--- src/rtl/mod_counter_prog_if.sv ---
// Control and status bundle for one programmable-modulus counter stage.
// The counter itself takes the slave side; the controller or parent stage takes master.
interface mod_counter_prog_if #(
    parameter int WIDTH  = 4,
    parameter int WRAP_W = 8
);
    logic              en;
    logic              up;
    logic              load;
    logic [WIDTH-1:0]  load_val;
    logic [WIDTH-1:0]  mod_val;
    logic [WIDTH-1:0]  count;
    logic              tc;
    logic              carry_out;
    logic [WRAP_W-1:0] wrap_cnt;

    modport master (
        output en, up, load, load_val, mod_val,
        input  count, tc, carry_out, wrap_cnt
    );

    modport slave (
        input  en, up, load, load_val, mod_val,
        output count, tc, carry_out, wrap_cnt
    );
endinterface

--- src/rtl/mod_counter_prog.sv ---
// Up/down counter modulo (mod_val+1) with synchronous load, registered terminal-count
// pulse, combinational cascade carry and a saturating wrap-event counter.
module mod_counter_prog #(
    parameter int WIDTH  = 4,
    parameter int WRAP_W = 8
) (
    input  logic                 clk,
    input  logic                 rst,
    mod_counter_prog_if.slave    bus
);

    logic [WIDTH-1:0]  count_q;
    logic              tc_q;
    logic [WRAP_W-1:0] wrap_cnt_q;

    logic              at_top;
    logic              at_zero;
    logic              wrap_hit;
    logic [WIDTH-1:0]  count_step;

    // A count loaded above mod_val counts as "at top" going up, so it wraps to 0
    // rather than running on through 2^WIDTH.
    always_comb begin
        at_top     = (count_q >= bus.mod_val);
        at_zero    = (count_q == '0);
        wrap_hit   = bus.up ? at_top : at_zero;
        count_step = count_q;
        if (bus.up) begin
            count_step = at_top ? '0 : count_q + WIDTH'(1);
        end else if (at_zero || count_q > bus.mod_val) begin
            count_step = bus.mod_val;
        end else begin
            count_step = count_q - WIDTH'(1);
        end
    end

    // carry_out doubles as this stage's wrap event, so a cascaded stage using it as
    // enable advances on exactly the edge at which this stage wraps.
    assign bus.carry_out = bus.en & ~bus.load & ~rst & wrap_hit;

    // NOTE: state registers use non-blocking assignments so every flop samples the
    // pre-edge values, regardless of statement order.
    always_ff @(posedge clk) begin
        if (rst) begin
            count_q    <= '0;
            tc_q       <= 1'b0;
            wrap_cnt_q <= '0;
        end else if (bus.load) begin
            count_q <= bus.load_val;
            tc_q    <= 1'b0;
        end else if (bus.en) begin
            count_q <= count_step;
            tc_q    <= wrap_hit;
            if (wrap_hit && wrap_cnt_q != '1) begin
                wrap_cnt_q <= wrap_cnt_q + WRAP_W'(1);
            end
        end else begin
            tc_q <= 1'b0;
        end
    end

    assign bus.count    = count_q;
    assign bus.tc       = tc_q;
    assign bus.wrap_cnt = wrap_cnt_q;

endmodule

--- src/flat_wrapper.sv ---
// flat-port wrapper written by rule: the top's interface ports become plain ports
module mod_counter_prog_flat 
#(
    parameter int WIDTH  = 4,
    parameter int WRAP_W = 8
)
  (clk, rst, bus_en, bus_up, bus_load, bus_load_val, bus_mod_val, bus_count, bus_tc, bus_carry_out, bus_wrap_cnt);
  mod_counter_prog_if #(.WIDTH(WIDTH), .WRAP_W(WRAP_W)) bus_i ();
  input  logic clk;
  input  logic rst;
  input wire logic [$bits(bus_i.en)-1:0] bus_en;
  input wire logic [$bits(bus_i.up)-1:0] bus_up;
  input wire logic [$bits(bus_i.load)-1:0] bus_load;
  input wire logic [$bits(bus_i.load_val)-1:0] bus_load_val;
  input wire logic [$bits(bus_i.mod_val)-1:0] bus_mod_val;
  output wire logic [$bits(bus_i.count)-1:0] bus_count;
  output wire logic [$bits(bus_i.tc)-1:0] bus_tc;
  output wire logic [$bits(bus_i.carry_out)-1:0] bus_carry_out;
  output wire logic [$bits(bus_i.wrap_cnt)-1:0] bus_wrap_cnt;
  assign bus_i.en = bus_en;
  assign bus_i.up = bus_up;
  assign bus_i.load = bus_load;
  assign bus_i.load_val = bus_load_val;
  assign bus_i.mod_val = bus_mod_val;
  assign bus_count = bus_i.count;
  assign bus_tc = bus_i.tc;
  assign bus_carry_out = bus_i.carry_out;
  assign bus_wrap_cnt = bus_i.wrap_cnt;
  mod_counter_prog #(.WIDTH(WIDTH), .WRAP_W(WRAP_W)) u_core (.clk(clk), .rst(rst), .bus(bus_i));
endmodule
--- config.mk ---
export PLATFORM = sky130hd
export DESIGN_NAME = mod_counter_prog_flat
export DESIGN_NICKNAME = d
export VERILOG_FILES = /design/src/rtl/mod_counter_prog_if.sv /design/src/rtl/mod_counter_prog.sv /design/src/flat_wrapper.sv
export SDC_FILE = /design/constraint.sdc
export NUM_CORES = 1
export LEC_CHECK = 0
export CORE_ASPECT_RATIO = 1.2
export CORE_MARGIN = 2
export CORE_UTILIZATION = 50
export CTS_CLUSTER_DIAMETER = 60
export DETAILED_ROUTE_END_ITERATION = 8
export GPL_ROUTABILITY_DRIVEN = 0
export HOLD_SLACK_MARGIN = 0.03
export PLACE_DENSITY = 0.83
export SLEW_MARGIN = 20
export SYNTH_ARGS = -nofsm -noshare
export SYNTH_HDL_FRONTEND = slang
export SYNTH_SLANG_ARGS = --single-unit
--- constraint.sdc ---
create_clock -name clk -period 5.3 [get_ports clk]
set_input_delay 0.795 -clock clk [delete_from_list [all_inputs] [get_ports clk]]
set_output_delay 0.795 -clock clk [all_outputs]
set_load 0.02 [all_outputs]
==> out/summary.txt <==
Met3 wire len -> 115 um
Reg2reg path depth -> 7
Layout cells sized above 1 -> 6.164%
Via density -> 5.927
Post-synth top area cell -> dfxtp_1
Die Wd -> 44.23 um
Crit-path most repeated cell -> clkdlybuf4s50_1
Largest net degree at the start of global routing -> 20
Fin crit period -> 3.818 ns
Req. time, crit path -> 4.51 ns
R2r setup slk -> 2.96 ns
Syn Inst Count -> 120
Remaining Overflow, GRT -> 0
Seq/Total Area, Yosys -> 26.80%
Clock power share -> 24.4%
Final Cycle Share -> 72.03%
R2R Path Start -> u_core.bus.count[0]$_SDFFE_PP0P_
Sequential power share -> 41.5%
CP Cell Sequence -> clkdlybuf4s50_1 > inv_1 > ha_1 > a21oi_1 > nand3_1 > o211ai_4 > nor2_1 > clkdlybuf4s50_1
Post-synth EDFFs -> 0
Power Density -> 210.6 nW/um^2
Vias -> 978
DIE AREA -> 2312 um^2
Post-Layout Cell Count -> 165
Combinational share of power -> 34.1%
WS Path Type -> primary input to primary output
Drt total wl -> 2.322 mm
Dpl cells -> 161
Critical path capture point type -> primary output
Ys flop type -> dfxtp_1
Die Y-Extent -> 52.27 um
Drt drc -> 0
FMAX -> 261.9 MHz
GRT Total Usage -> 23.40%
Switch Pwr -> 0.00009080 W
Starting Density -> 53.08%
Netlist cell types -> 37
Post-CTS Resized -> 0
Clock skew -> 0.005107 ns
Number of global-route vias before repair -> 943
Final setup violation count -> 0
Final net count -> 167
Slowest-stage cell, CP -> clkdlybuf4s50_1
Total CTS buffers -> 3
Most numerous cell in the Yosys netlist -> dfxtp_1
Hold wc startpoint -> u_core.bus.wrap_cnt[7]$_SDFFE_PP0P_
Leakage -> 0.5149 nW
Worst vdd ir -> 145.5 uV
Largest fanout on the critical path -> 13
Worst min path class -> flip-flop to flip-flop
Yosys warns -> 0
Worst-Margin Slew -> 0.6432 ns
Worst skew pair latency -> 0.28 ns
Hpwl dp -> 1.806 mm
Reg-to-Reg End -> u_core.bus.wrap_cnt[5]$_SDFFE_PP0P_
Number of register bits inferred by synthesis -> 13
Arrival @ worst endpoint -> 3.02 ns
Critical Path Start Type -> primary input
Highest metal used -> met4
Total power draw -> 0.0002651 W
Wl on met1 -> 1.019 mm
Top cell type's share of synthesized area -> 26.80%
Antenna cells -> 0
Max-cap violations -> 0
Area Overhead vs Synth -> 29.64%
Reg clk slew, reported paths -> 0.08 ns
Synthesized area -> 970.9 um^2
Hold path endpoint -> u_core.bus.wrap_cnt[7]$_SDFFE_PP0P_
Final hold violation count -> 0
CTS Sinks -> 13
CTS Hold Bufs -> 0
Drt wl/cell -> 14.07 um
Initial antenna violation count -> 0
Syn_nets -> 140
Worst relative slew slack -> 56.99%
Status -> completed
Row Count -> 17
Syn Area/Cell -> 8.091 um^2
Internal power -> 0.0001743 W
Max incr delay on CP -> 0.56 ns
Cell family with most CP delay -> buffers and inverters
DR pass1 iterations -> 4
Clk buf depth -> 2
CP Buf/Inv Count -> 3
Min-Delay Path Depth -> 2
Fin. max-slew vios -> 0
RSZ-0062 raised after global routing -> no
Setup TNS -> 0 ns
CTS Root Cell -> clkbuf_4
Minimum hold slack -> 0.5299 ns
Core area -> 1829 um^2
H-tree depth -> 1
Post-synth top cells -> dfxtp_1, a21oi_1, nor2_1, inv_1
Buffers on Ports -> 26
CTS tree -> done
Ys async rst share -> 0%
Largest cells by area after synthesis -> dfxtp_1, ha_1, a21oi_1
Ports -> 27
WL met2 -> 1.139 mm
Antenna viol nets, final -> 0
Postcts setup bufs -> 0
Detailed router's first-iteration violation count -> 11
Sw Ratio -> 34.25%
First-pass GRT wire length -> 4.098 mm
-- power groups by stage --
| stage | sequential (W) | clock, W | combinational [W] |
|---|---|---|---|
| 6_report | 0.000110 | 0.0000647 | 0.0000904 |
| 5_1_grt | 0.000111 | 0.0000707 | 0.0000989 |
| 4_1_cts | 0.000110 | 0.0000649 | 0.0000898 |
| 3_5_place_dp | 0.000112 | 0 | 0.0000890 |
| 3_3_place_gp | 0.000112 | 0 | 0.0000853 |
| 2_1_floorplan | 0.000116 | 0 | 0.0000544 |
-- worst reg2reg max path, delay by kind of cell (launching register included) --
kind	cells	cell delay (ns)
compound gates	1	0.16
fa+ha+maj	1	0.30
buf+inv	1	0.13
flops	1	0.43
mux	1	0.38
simple gates	3	0.82
-- per-layer routing --
layer	track usage, %	vias to the layer above
met5	0	-
met4	7.576	0
met3	3.103	7
met2	38.97	33
met1	30.69	448
li1	-	490
-- state kept, by name, summed over array words and instances (netlist names) --
signal and count:
u_core.bus.wrap_cnt 8, u_core.bus.count 4, u_core.bus.tc 1
-- worst max-delay path by stage --
stage                   startpoint       endpoint  slack, ns  depth (start not counted)
floorplan           bus_mod_val[1]  bus_carry_out       2.51                          7
global placement    bus_mod_val[1]  bus_carry_out       1.57                          8
detailed placement  bus_mod_val[3]  bus_carry_out       1.52                          8
CTS                 bus_mod_val[3]  bus_carry_out       1.50                          8
global route        bus_mod_val[3]  bus_carry_out       1.34                          8
finish              bus_mod_val[3]  bus_carry_out       1.48                          8
-- cell usage in the layout (no fill, tap or decap) --
| master | instances |
|---|---|
| clkdlybuf4s50_1 | 26 |
| dfxtp_1 | 13 |
| a21oi_1 | 10 |
| nor2_1 | 10 |
| inv_1 | 9 |
| nor3_1 | 7 |
| ha_1 | 7 |
| nand3_1 | 6 |
| nand2_1 | 5 |
| o21ai_0 | 5 |
| nor2b_1 | 4 |
| or3_1 | 4 |
| nand4_1 | 3 |
| mux2_2 | 3 |
| xor2_1 | 3 |
| clkbuf_4 | 3 |
| o211a_1 | 2 |
| and2b_1 | 2 |
| nand2b_1 | 2 |
| mux2i_1 | 2 |
| o221ai_1 | 2 |
| a211o_1 | 2 |
| or3b_4 | 1 |
| nand2_4 | 1 |
| o211ai_4 | 1 |
| and4_1 | 1 |
| or2b_1 | 1 |
| o21ai_1 | 1 |
| xnor2_1 | 1 |
| a211oi_1 | 1 |
| o31a_1 | 1 |
| nor4b_1 | 1 |
| nor3b_1 | 1 |
| a21boi_0 | 1 |
| o21a_1 | 1 |
| a221oi_1 | 1 |
| o2111ai_1 | 1 |
| clkbuf_1 | 1 |
-- metrics by stage --
| stage | worst slack [ns] | utilization (%) | instance area (um^2) |
|---|---|---|---|
| after floorplan | 2.509 | - | 970.9 |
| after global placement | 1.568 | 67.37 | 1232 |
| after detailed placement | 1.524 | 67.37 | 1232 |
| after CTS | 1.504 | 68.81 | 1259 |
| after global routing | 1.340 | 68.81 | 1259 |
| final | 1.482 | 68.81 | 1259 |
-- kinds of logic after synthesis --
kind of cell	synth area share, %
xor+xnor	3.609
flops	26.80
simple gates	28.09
mux	5.541
fa+ha+maj	9.020
buf+inv	5.799
compound gates	21.14
-- final cells by class --
cell class / instances / area [um^2]
Clock buffer: 4 / 26.28
Fill cell: 175 / 570.5
Inverter: 9 / 33.78
Multi-Input combinational cell: 94 / 654.4
Sequential cell: 13 / 260.3
Tap cell: 19 / 23.77
Timing Repair Buffer: 26 / 260.3
Power figures use the tool's default switching activity.
